--- config.mk ---
export PLATFORM = sky130hd
export DESIGN_NAME = ofmaps_bit_writer
export DESIGN_NICKNAME = d
export VERILOG_FILES = /design/src/rtl/ofmaps_bit_writer.sv
export SDC_FILE = /design/constraint.sdc
export NUM_CORES = 1
export LEC_CHECK = 0
export ABC_AREA = 1
export BUFFER_PORTS_ARGS = -buffer_cell sky130_fd_sc_hd__buf_2
export CAP_MARGIN = 30
export CORE_ASPECT_RATIO = 1.75
export CORE_UTILIZATION = 55
export CTS_BUF_LIST = sky130_fd_sc_hd__clkbuf_8
export DETAILED_ROUTE_END_ITERATION = 12
export GPL_TIMING_DRIVEN = 0
export PLACE_DENSITY = 0.86
export SYNTH_ARGS = -nofsm -noshare
export SYNTH_HDL_FRONTEND = slang
export SYNTH_SLANG_ARGS = --single-unit
--- constraint.sdc ---
create_clock -name clk -period 5.7 [get_ports clk]
set_input_delay 0.855 -clock clk [delete_from_list [all_inputs] [get_ports clk]]
set_output_delay 0.855 -clock clk [all_outputs]
set_load 0.1 [all_outputs]
--- src/rtl/ofmaps_bit_writer.sv ---
// Packs tagged single-bit activations into DATA_WIDTH-bit ofmaps BRAM words and writes
// them through a bit-masked port; flushes the partial word and pulses layer_done on i_last.
module ofmaps_bit_writer #(
   parameter int OFMAPS_BRAM_ADDR_WIDTH = 12,
   parameter int DATA_WIDTH             = 32,
   parameter int SEL_W                  = $clog2(DATA_WIDTH),
   parameter int WADDR_W                = OFMAPS_BRAM_ADDR_WIDTH - SEL_W
) (
   input  logic                              clk,
   input  logic                              rst,
   input  logic                              i_data,
   input  logic [OFMAPS_BRAM_ADDR_WIDTH-1:0] address_in,
   input  logic                              i_valid,
   input  logic                              i_last,
   output logic                              bram_en,
   output logic [DATA_WIDTH-1:0]             bram_we,
   output logic [WADDR_W-1:0]                bram_addr,
   output logic [DATA_WIDTH-1:0]             bram_din,
   output logic                              layer_done,
   output logic [15:0]                       words_written,
   output logic                              o_overrun
);

   typedef enum logic [1:0] {ST_RUN, ST_FLUSH, ST_DONE} state_e;

   state_e                  state_q, state_d;
   logic                    buf_vld_q, buf_vld_d;
   logic [DATA_WIDTH-1:0]   buf_mask_q, buf_mask_d;
   logic [DATA_WIDTH-1:0]   buf_data_q, buf_data_d;
   logic [WADDR_W-1:0]      buf_addr_q, buf_addr_d;

   logic                    wr_en_q, wr_en_d;
   logic [DATA_WIDTH-1:0]   wr_mask_q, wr_mask_d;
   logic [DATA_WIDTH-1:0]   wr_data_q, wr_data_d;
   logic [WADDR_W-1:0]      wr_addr_q, wr_addr_d;
   logic                    done_q, done_d;
   logic                    overrun_q, overrun_d;
   logic [15:0]             words_q, words_d;

   logic [SEL_W-1:0]        bit_sel;
   logic [WADDR_W-1:0]      word_addr;
   logic [DATA_WIDTH-1:0]   bit_oh;
   logic                    same_word;
   logic [DATA_WIDTH-1:0]   merged_mask;
   logic [DATA_WIDTH-1:0]   merged_data;

   assign bit_sel     = address_in[SEL_W-1:0];
   assign word_addr   = address_in[OFMAPS_BRAM_ADDR_WIDTH-1:SEL_W];
   assign bit_oh      = {{(DATA_WIDTH-1){1'b0}}, 1'b1} << bit_sel;
   assign same_word   = buf_vld_q && (word_addr == buf_addr_q);
   // A bit landing in an empty or different word starts from a clean buffer.
   assign merged_mask = (same_word ? buf_mask_q : '0) | bit_oh;
   assign merged_data = ((same_word ? buf_data_q : '0) & ~bit_oh) | (i_data ? bit_oh : '0);

   always_comb begin
      // NOTE: every signal gets a default here so no path leaves it unassigned (no latches).
      state_d    = state_q;
      buf_vld_d  = buf_vld_q;
      buf_mask_d = buf_mask_q;
      buf_data_d = buf_data_q;
      buf_addr_d = buf_addr_q;
      wr_en_d    = 1'b0;
      wr_mask_d  = '0;
      wr_data_d  = '0;
      wr_addr_d  = '0;
      done_d     = 1'b0;
      overrun_d  = overrun_q;

      case (state_q)
         ST_RUN: begin
            if (i_valid) begin
               if (buf_vld_q && !same_word) begin
                  wr_en_d    = 1'b1;
                  wr_mask_d  = buf_mask_q;
                  wr_data_d  = buf_data_q;
                  wr_addr_d  = buf_addr_q;
                  buf_vld_d  = 1'b1;
                  buf_mask_d = bit_oh;
                  buf_data_d = i_data ? bit_oh : '0;
                  buf_addr_d = word_addr;
               end else if (&merged_mask) begin
                  wr_en_d    = 1'b1;
                  wr_mask_d  = merged_mask;
                  wr_data_d  = merged_data;
                  wr_addr_d  = word_addr;
                  buf_vld_d  = 1'b0;
                  buf_mask_d = '0;
                  buf_data_d = '0;
                  buf_addr_d = '0;
               end else begin
                  buf_vld_d  = 1'b1;
                  buf_mask_d = merged_mask;
                  buf_data_d = merged_data;
                  buf_addr_d = word_addr;
               end
            end
            if (i_last) state_d = ST_FLUSH;
         end
         ST_FLUSH: begin
            if (buf_vld_q) begin
               wr_en_d   = 1'b1;
               wr_mask_d = buf_mask_q;
               wr_data_d = buf_data_q;
               wr_addr_d = buf_addr_q;
            end
            buf_vld_d  = 1'b0;
            buf_mask_d = '0;
            buf_data_d = '0;
            buf_addr_d = '0;
            done_d     = 1'b1;
            if (i_valid) overrun_d = 1'b1;
            state_d    = ST_DONE;
         end
         default: begin
            if (i_valid) overrun_d = 1'b1;
            state_d = ST_RUN;
         end
      endcase

      words_d = (wr_en_d && (words_q != 16'hFFFF)) ? words_q + 16'd1 : words_q;
   end

   always_ff @(posedge clk) begin
      // NOTE: sequential state uses non-blocking assignments so all registers update together.
      if (rst) begin
         state_q    <= ST_RUN;
         buf_vld_q  <= 1'b0;
         buf_mask_q <= '0;
         buf_data_q <= '0;
         buf_addr_q <= '0;
         wr_en_q    <= 1'b0;
         wr_mask_q  <= '0;
         wr_data_q  <= '0;
         wr_addr_q  <= '0;
         done_q     <= 1'b0;
         overrun_q  <= 1'b0;
         words_q    <= '0;
      end else begin
         state_q    <= state_d;
         buf_vld_q  <= buf_vld_d;
         buf_mask_q <= buf_mask_d;
         buf_data_q <= buf_data_d;
         buf_addr_q <= buf_addr_d;
         wr_en_q    <= wr_en_d;
         wr_mask_q  <= wr_mask_d;
         wr_data_q  <= wr_data_d;
         wr_addr_q  <= wr_addr_d;
         done_q     <= done_d;
         overrun_q  <= overrun_d;
         words_q    <= words_d;
      end
   end

   assign bram_en       = wr_en_q;
   assign bram_we       = wr_mask_q;
   assign bram_din      = wr_data_q;
   assign bram_addr     = wr_addr_q;
   assign layer_done    = done_q;
   assign words_written = words_q;
   assign o_overrun     = overrun_q;

endmodule

==> results of run 1 <==
-- where the power goes --
group	total, mW	internal [mW]	switching, mW
sequential	1.16	1.15	0.00835
combinational	0.214	0.0412	0.172
clock	0.951	0.519	0.432
-- worst paths after layout --
path | from | endpoint | slack [ps] | cells past startpoint
worst max register to register | buf_vld_q | bram_din[3] | 2540 | 10
worst max-delay path | buf_vld_q | bram_din[3] | 2540 | 10
worst min register to register | o_overrun | o_overrun | 470 | 2
worst min-delay path | o_overrun | o_overrun | 470 | 2
-- cells in the final DEF (no fill, tap or decap), types with 2 or more instances in the layout --
master,n
a22oi_1,7
clkbuf_8,21
o22ai_1,6
nor2_2,6
o21ai_0,34
inv_2,5
clkinv_4,2
nand3_2,6
buf_4,4
nand3_1,99
bufinv_16,4
nand4_1,10
xnor2_1,6
nor2_1,78
xor2_1,8
nand2_2,4
nor3_1,6
buf_6,5
nand2_4,2
buf_2,107
dfxtp_1,164
clkbuf_1,65
a21oi_1,190
inv_1,35
buf_1,3
nand2_1,441
-- per-layer routing --
| layer | share of wire [%] | up-vias |
|---|---|---|
| li1 | - | 4130 |
| met1 | 35 | 3925 |
| met2 | 50 | 487 |
| met3 | 7.4 | 122 |
| met4 | 7.0 | 0 |
| met5 | 0 | - |
-- worst register-to-register path: stages (launching register included) --
cell and delay (ps):
dfxtp_1 310, clkbuf_1 300, clkbuf_1 480, inv_1 120
nor2_1 150, clkbuf_1 550, clkbuf_1 580, nand2_1 120
nand2_1 110, nand2_1 60, a21oi_1 260
-- kinds of logic (layout without fill, tap and decap cells) --
group / after synthesis / count (layout) / share of synthesized area, %
and+or+nand+nor: 656 / 656 / 34.7
AOI/OAI and AO/OA: 237 / 237 / 15.4
DFF: 164 / 164 / 41.8
buffers and inverters: 118 / 253 / 6.46
xor gates and xnor gates: 14 / 14 / 1.56
adders and majority gates: 1 / 1 / 0.159
-- final cells by class --
cell class / count / area [sq um]
Clock buffer: 21 / 289
Buffer: 81 / 369
Inverter: 37 / 139
Sequential cell: 164 / 3280
Multi-Input combinational cell: 908 / 4070
Clock inverter: 10 / 156
Timing Repair Buffer: 104 / 523
Fill cell: 1281 / 4850
Tap cell: 177 / 221
-- registers in the layout, summed over array words and instances (netlist names) --
signal / count
bram_din: 32
bram_we: 32
buf_data_q: 32
buf_mask_q: 32
words_written: 16
bram_addr: 7
buf_addr_q: 7
state_q: 2
bram_en: 1
buf_vld_q: 1
layer_done: 1
o_overrun: 1
-- stage by stage --
step	util, %	worst slack, ps	instances
after floorplan	-	2920	1190
after global placement	61.8	2310	1470
after detailed placement	61.9	2320	1471
after CTS	65.1	2710	1502
after global routing	65.1	2420	1502
final	65.1	2540	1502
==> reports/results.tsv, run 1 <==
stage	metric	value	unit
synthesis	syn_area_per_cell	6.61	sq um
floorplan	row_count	57	
clocking	ctsHoldBuffers	0	
power_and_ir_drop	total_leakage_power	3.57	nW
critical_path	slowest_delay	580	ps
synthesis	yosysSeqAreaShare	41.8	%
clocking	clk_latency	470	ps
synthesis	asyncSetResetFlopFracSynth	0	%
sta	maxSlewViolCount	0	
layout	final_nets	1331	
global_route	first_global_vias	7878	
sta	fin_crit_sh	55.4	%
floorplan	core	0.0139	sq mm
synthesis	synth_top_cells_by_count	441 x nand2_1, 190 x a21oi_1, 164 x dfxtp_1	
critical_path	critical_path_class	reg2reg	
drt	wire_per_inst	16.2	microns
clocking	cts_setup_buffers	0	
critical_path	path_cells	clkbuf_1 > clkbuf_1 > inv_1 > nor2_1 > clkbuf_1 > clkbuf_1 > nand2_1 > nand2_1 > nand2_1 > a21oi_1	
drt	drt_pass1_iterations	5	
synthesis	synth-edff-count	0	
layout	design_area	0.00905	sq mm
layout	drive_above_1_share	12.8	%
global_route	grt_start_max_net_pins	17	
placement	portBuffers	103	
critical_path	path_delay_family	buffers and inverters	
sta	max_freq	317	MHz
floorplan	die_area	0.0148	sq mm
power_and_ir_drop	power.total	2.33	mW
clocking	cts_buffer_depth	2	
sta	maxSlewHeadroom	50.7	%
synthesis	synth_cells	1190	
global_route	antenna_found_initial	0	
critical_path	critical_path_required	6060	ps
synthesis	synth_largest_area_cell	dfxtp_1	
clocking	clock_sinks	164	
global_route	use_met3	5.81	%
drt	drc	0	
global_route	grt_util_met2	58.1	%
placement	place_area	0.00861	sq mm
clocking	cts_resized	0	
clocking	cts_tree	done	
layout	diodes	0	
min_path	holdCritPathClass	reg2reg	
global_route	grt-ovfl-total	0	
synthesis	ys_types	29	
power_and_ir_drop	vdd_ir_drop_max	177	uV
sta	rsz0062_at_grt	no	
global_route	grt_usage	32.9	%
flow_run	maxCapViolations	0	
synthesis	synth-seq-cells	164	
sta	worst_pin_slew	739	ps
drt	avgViaCountPerCell	5.77	
critical_path	crit_buf_inv	5	
critical_path	path_common_cell	clkbuf_1	
clocking	h-tree-depth	4	
outcome	status	finished, final reports clean	
synthesis	syn_area	0.00786	sq mm
global_route	grt_pass1_wl	38.0	mm
floorplan	dieWidth	92.4	microns
synthesis	synth-warning-count	0	
sta	finalSetupTns	0	ps
clocking	clkTransAtPathRegs	80	ps
sta	holdWs	474	ps
placement	globalplace.congestion	0.961	
drt	dr.first_iter.drc_count	767	
floorplan	initial_utilization	56.5	%
synthesis	yosysMostFrequentCell	nand2_1	
sta	hold_viol	0	
clocking	numCtsBuffers	17	
power_and_ir_drop	power.density	257	mW/mm^2
drt	num_vias	8664	
placement	place_hpwl	17.8	mm
synthesis	yosys.area.top_type_share	41.8	%
floorplan	die_y	160	microns
critical_path	end_kind	flip-flop	
critical_path	crit_path_top_delay_cell	clkbuf_1	
critical_path	cp_data_arrival_time	3520	ps
critical_path	critPathMaxFanout	10	
clocking	root_buffer	clkbuf_8	
sta	period_minus_slack	3160	ps
global_route	top_usage_layer	met2	
sta	skew	6.69	ps
global_route	gr-usage-met1	33.9	%
synthesis	yosys-top-cells-area	dfxtp_1 42%, nand2_1 21%, a21oi_1 12%	
drt	totalWireLength	24.4	mm
layout	syn_to_final_growth	15.1	%
critical_path	cp-start-kind	flip-flop	
floorplan	ios	107	
synthesis	syn-num-nets	1208	
drt	ant_nets	0	
sta	setup_violations	0	
synthesis	synth-main-ff-cell	dfxtp_1	
No activity file was read; power rests on OpenSTA's default activity.
==> run 2, diff against run 1 <==
CORE_UTILIZATION = 54   (was 55)
PLACE_DENSITY = 0.88   (was 0.86)
clock period = 2.9 ns   (was 5.7 ns; I/O delays follow)
==> reports/results.tsv, run 2 (synthesized netlist as in run 1, its figures left out) <==
stage	metric	value	unit	change
outcome	status	finished with violations		
outcome	violations	negative setup slack		
layout	diodes	0		unchanged
floorplan	die_y	162	microns	+0.91%
drt	num_vias	8772		+1.2%
min_path	hold_path_end	state_q[0]		
critical_path	critPathMaxFanout	7		-3
power_and_ir_drop	total_leakage_power	3.67	nW	+2.8%
layout	drive_above_1_share	15.8	%	+3.0 points
sta	skew	10.3	ps	+3.62 ps
critical_path	crit_buf_inv	5		unchanged
clocking	root_buffer	clkbuf_8		
drt	wire_per_inst	16.5	microns	+1.3%
placement	globalplace.congestion	1.01		+5.2%
layout	mostFrequentLayoutCells	439 x nand2_1, 184 x a21oi_1, 161 x dfxtp_1		
critical_path	critical_path_required	3290	ps	-2770 ps
floorplan	ios	107		unchanged
sta	worst_pin_slew	670	ps	-69.0 ps
global_route	grt_pass1_wl	38.4	mm	+0.82%
sta	holdWs	200	ps	-274 ps
drt	drt_pass1_iterations	6		+1
critical_path	crit_path_top_delay_cell	dfxtp_1		
critical_path	path_cells	inv_1 > nand2_1 > nand2_1 > nor2_1 > nand2_2 > nor2_4 > buf_6 > buf_6 > nand3_1 > nand2_1 > nand2_1 > nor2_2 > nand2_1 > nor2_2 > nand2_4 > inv_8 > buf_8 > nand2_1 > nand2_1 > nand2_1 > a21oi_2		
drt	drc	0		unchanged
sta	rsz0062_at_grt	yes		
critical_path	reg2reg_to	bram_din[3]		
global_route	antenna_found_initial	0		unchanged
critical_path	critical_path_class	reg2reg		
floorplan	core	0.0143	sq mm	+2.8%
min_path	hold_path.startpoint	i_last		
critical_path	reg2reg_depth	21		+11
layout	design_area	0.00922	sq mm	+1.8%
sta	setup_violations	1		+1
floorplan	row_count	58		+1.8%
clocking	cts_tree	done		
power_and_ir_drop	power.density	483	mW/mm^2	+88%
floorplan	die_area	0.0151	sq mm	+1.8%
critical_path	r2r_slack	-3	ps	-2550 ps
sta	max_freq	345	MHz	+8.7%
drt	avgViaCountPerCell	5.79		+0.44%
layout	final_nets	1342		+0.83%
placement	place_hpwl	17.9	mm	+0.34%
sta	fin_crit_sh	100	%	+45 points
drt	totalWireLength	24.9	mm	+2.1%
min_path	holdCritPathClass	in2reg		
critical_path	path_common_cell	nand2_1		
clocking	cts_buffer_depth	2		unchanged
clocking	numCtsBuffers	17		unchanged
floorplan	initial_utilization	55.0	%	-1.5 points
critical_path	path_delay_family	simple AND/OR/NAND/NOR gates		
global_route	first_global_vias	7913		+0.44%
sta	maxSlewHeadroom	55.0	%	+4.3 points
placement	place_area	0.00860	sq mm	about the same
power_and_ir_drop	power.total	4.45	mW	+91%
layout	final_common_cell	nand2_1		
clocking	clock_sinks	164		unchanged
critical_path	end_kind	flip-flop		
sta	maxSlewViolCount	0		unchanged
global_route	grt_start_max_net_pins	17		unchanged
critical_path	r2r_start	buf_addr_q[4]		
min_path	holdPathStages	3		+1
critical_path	slowest_delay	380	ps	-200 ps
power_and_ir_drop	vdd_ir_drop_max	310	uV	+75%
placement	place_inst	1473		+0.14%
layout	syn_to_final_growth	17.2	%	
flow_run	maxCapViolations	0		unchanged
placement	dp_slack	-155	ps	-2470 ps
sta	setup_ws	-2.76	ps	-2550 ps
global_route	grt_usage	32.7	%	-0.28 points
drt	ant_nets	0		unchanged
clocking	clkTransAtPathRegs	90	ps	about the same
sta	period_minus_slack	2900	ps	-254 ps
critical_path	cp-start-kind	flip-flop		
critical_path	cp_data_arrival_time	3290	ps	-230 ps
placement	portBuffers	103		unchanged
floorplan	dieWidth	93.2	microns	+0.90%
sta	hold_viol	0		unchanged
drt	dr.first_iter.drc_count	880		+15%
layout	fin_util	64.5	%	-0.64 points
global_route	grt-ovfl-total	0		unchanged
sta	finalSetupTns	-2.76	ps	-2.76 ps
clocking	clk_latency	460	ps	about the same
layout	stdcell_count	1514		+0.80%
clocking	h-tree-depth	4		unchanged
run 2: changes by cell type in the layout (fill, tap and decap cells not counted), moves of 4 or more:
cell / previous run / this run
clkbuf_1: 65 / 55
clkbuf_2: 0 / 4
nor2_2: 6 / 14
nor2_1: 78 / 70
buf_4: 4 / 11
a21oi_1: 190 / 184
buf_2: 107 / 111
a21oi_2: 0 / 6
run 2: routing by layer:
layer	vias to the layer above	global-route usage, %	share of wire [%]
met5	-	0	0
met4	0	25.2	7.8
met3	142	6.73	7.3
met2	485	57.3	50
met1	3987	33.0	35
li1	4158	-	-
run 2: cell type report:
class / count / area, sq um
plain buffers: 80 / 387
clock buffers: 20 / 275
clock inverters: 9 / 130
fillers: 1264 / 5080
inverters: 37 / 146
multi-input cells: 908 / 4130
flip-flops and latches: 164 / 3290
well taps: 180 / 225
repair buffers: 116 / 634
run 2: repair_timing:
item / CTS / global route
setup endpoints to repair: 3 / 151
cloned: 0 / 2
endpoints found under the hold margin: 0 / 0
buffers inserted: 0 / 11
resized for setup: 1 / 60
pin swaps: 0 / 14
hold buffers: 0 / 0
run 2: worst min-delay path, cell delays in order:
cell and delay, ps:
buf_2 100, nand2_1 50, nor2_1 40
run 2: worst max-delay path by stage:
| stage | start | to | slack (ps) | depth (start not counted) |
|---|---|---|---|---|
| global route | buf_vld_q | bram_din[3] | -180 | 10 |
| CTS | buf_vld_q | bram_din[1] | 7 | 7 |
| finish | buf_addr_q[4] | bram_din[3] | -3 | 21 |
| global placement | address_in[2] | buf_mask_q[12] | -150 | 15 |
| floorplan | words_written[0] | words_written[0] | 130 | 9 |
| detailed placement | address_in[2] | buf_mask_q[12] | -160 | 15 |
run 2: report_power, final:
part	switching, mW	internal [mW]
clock	0.835	0.904
sequential	0.0169	2.27
combinational	0.343	0.0866
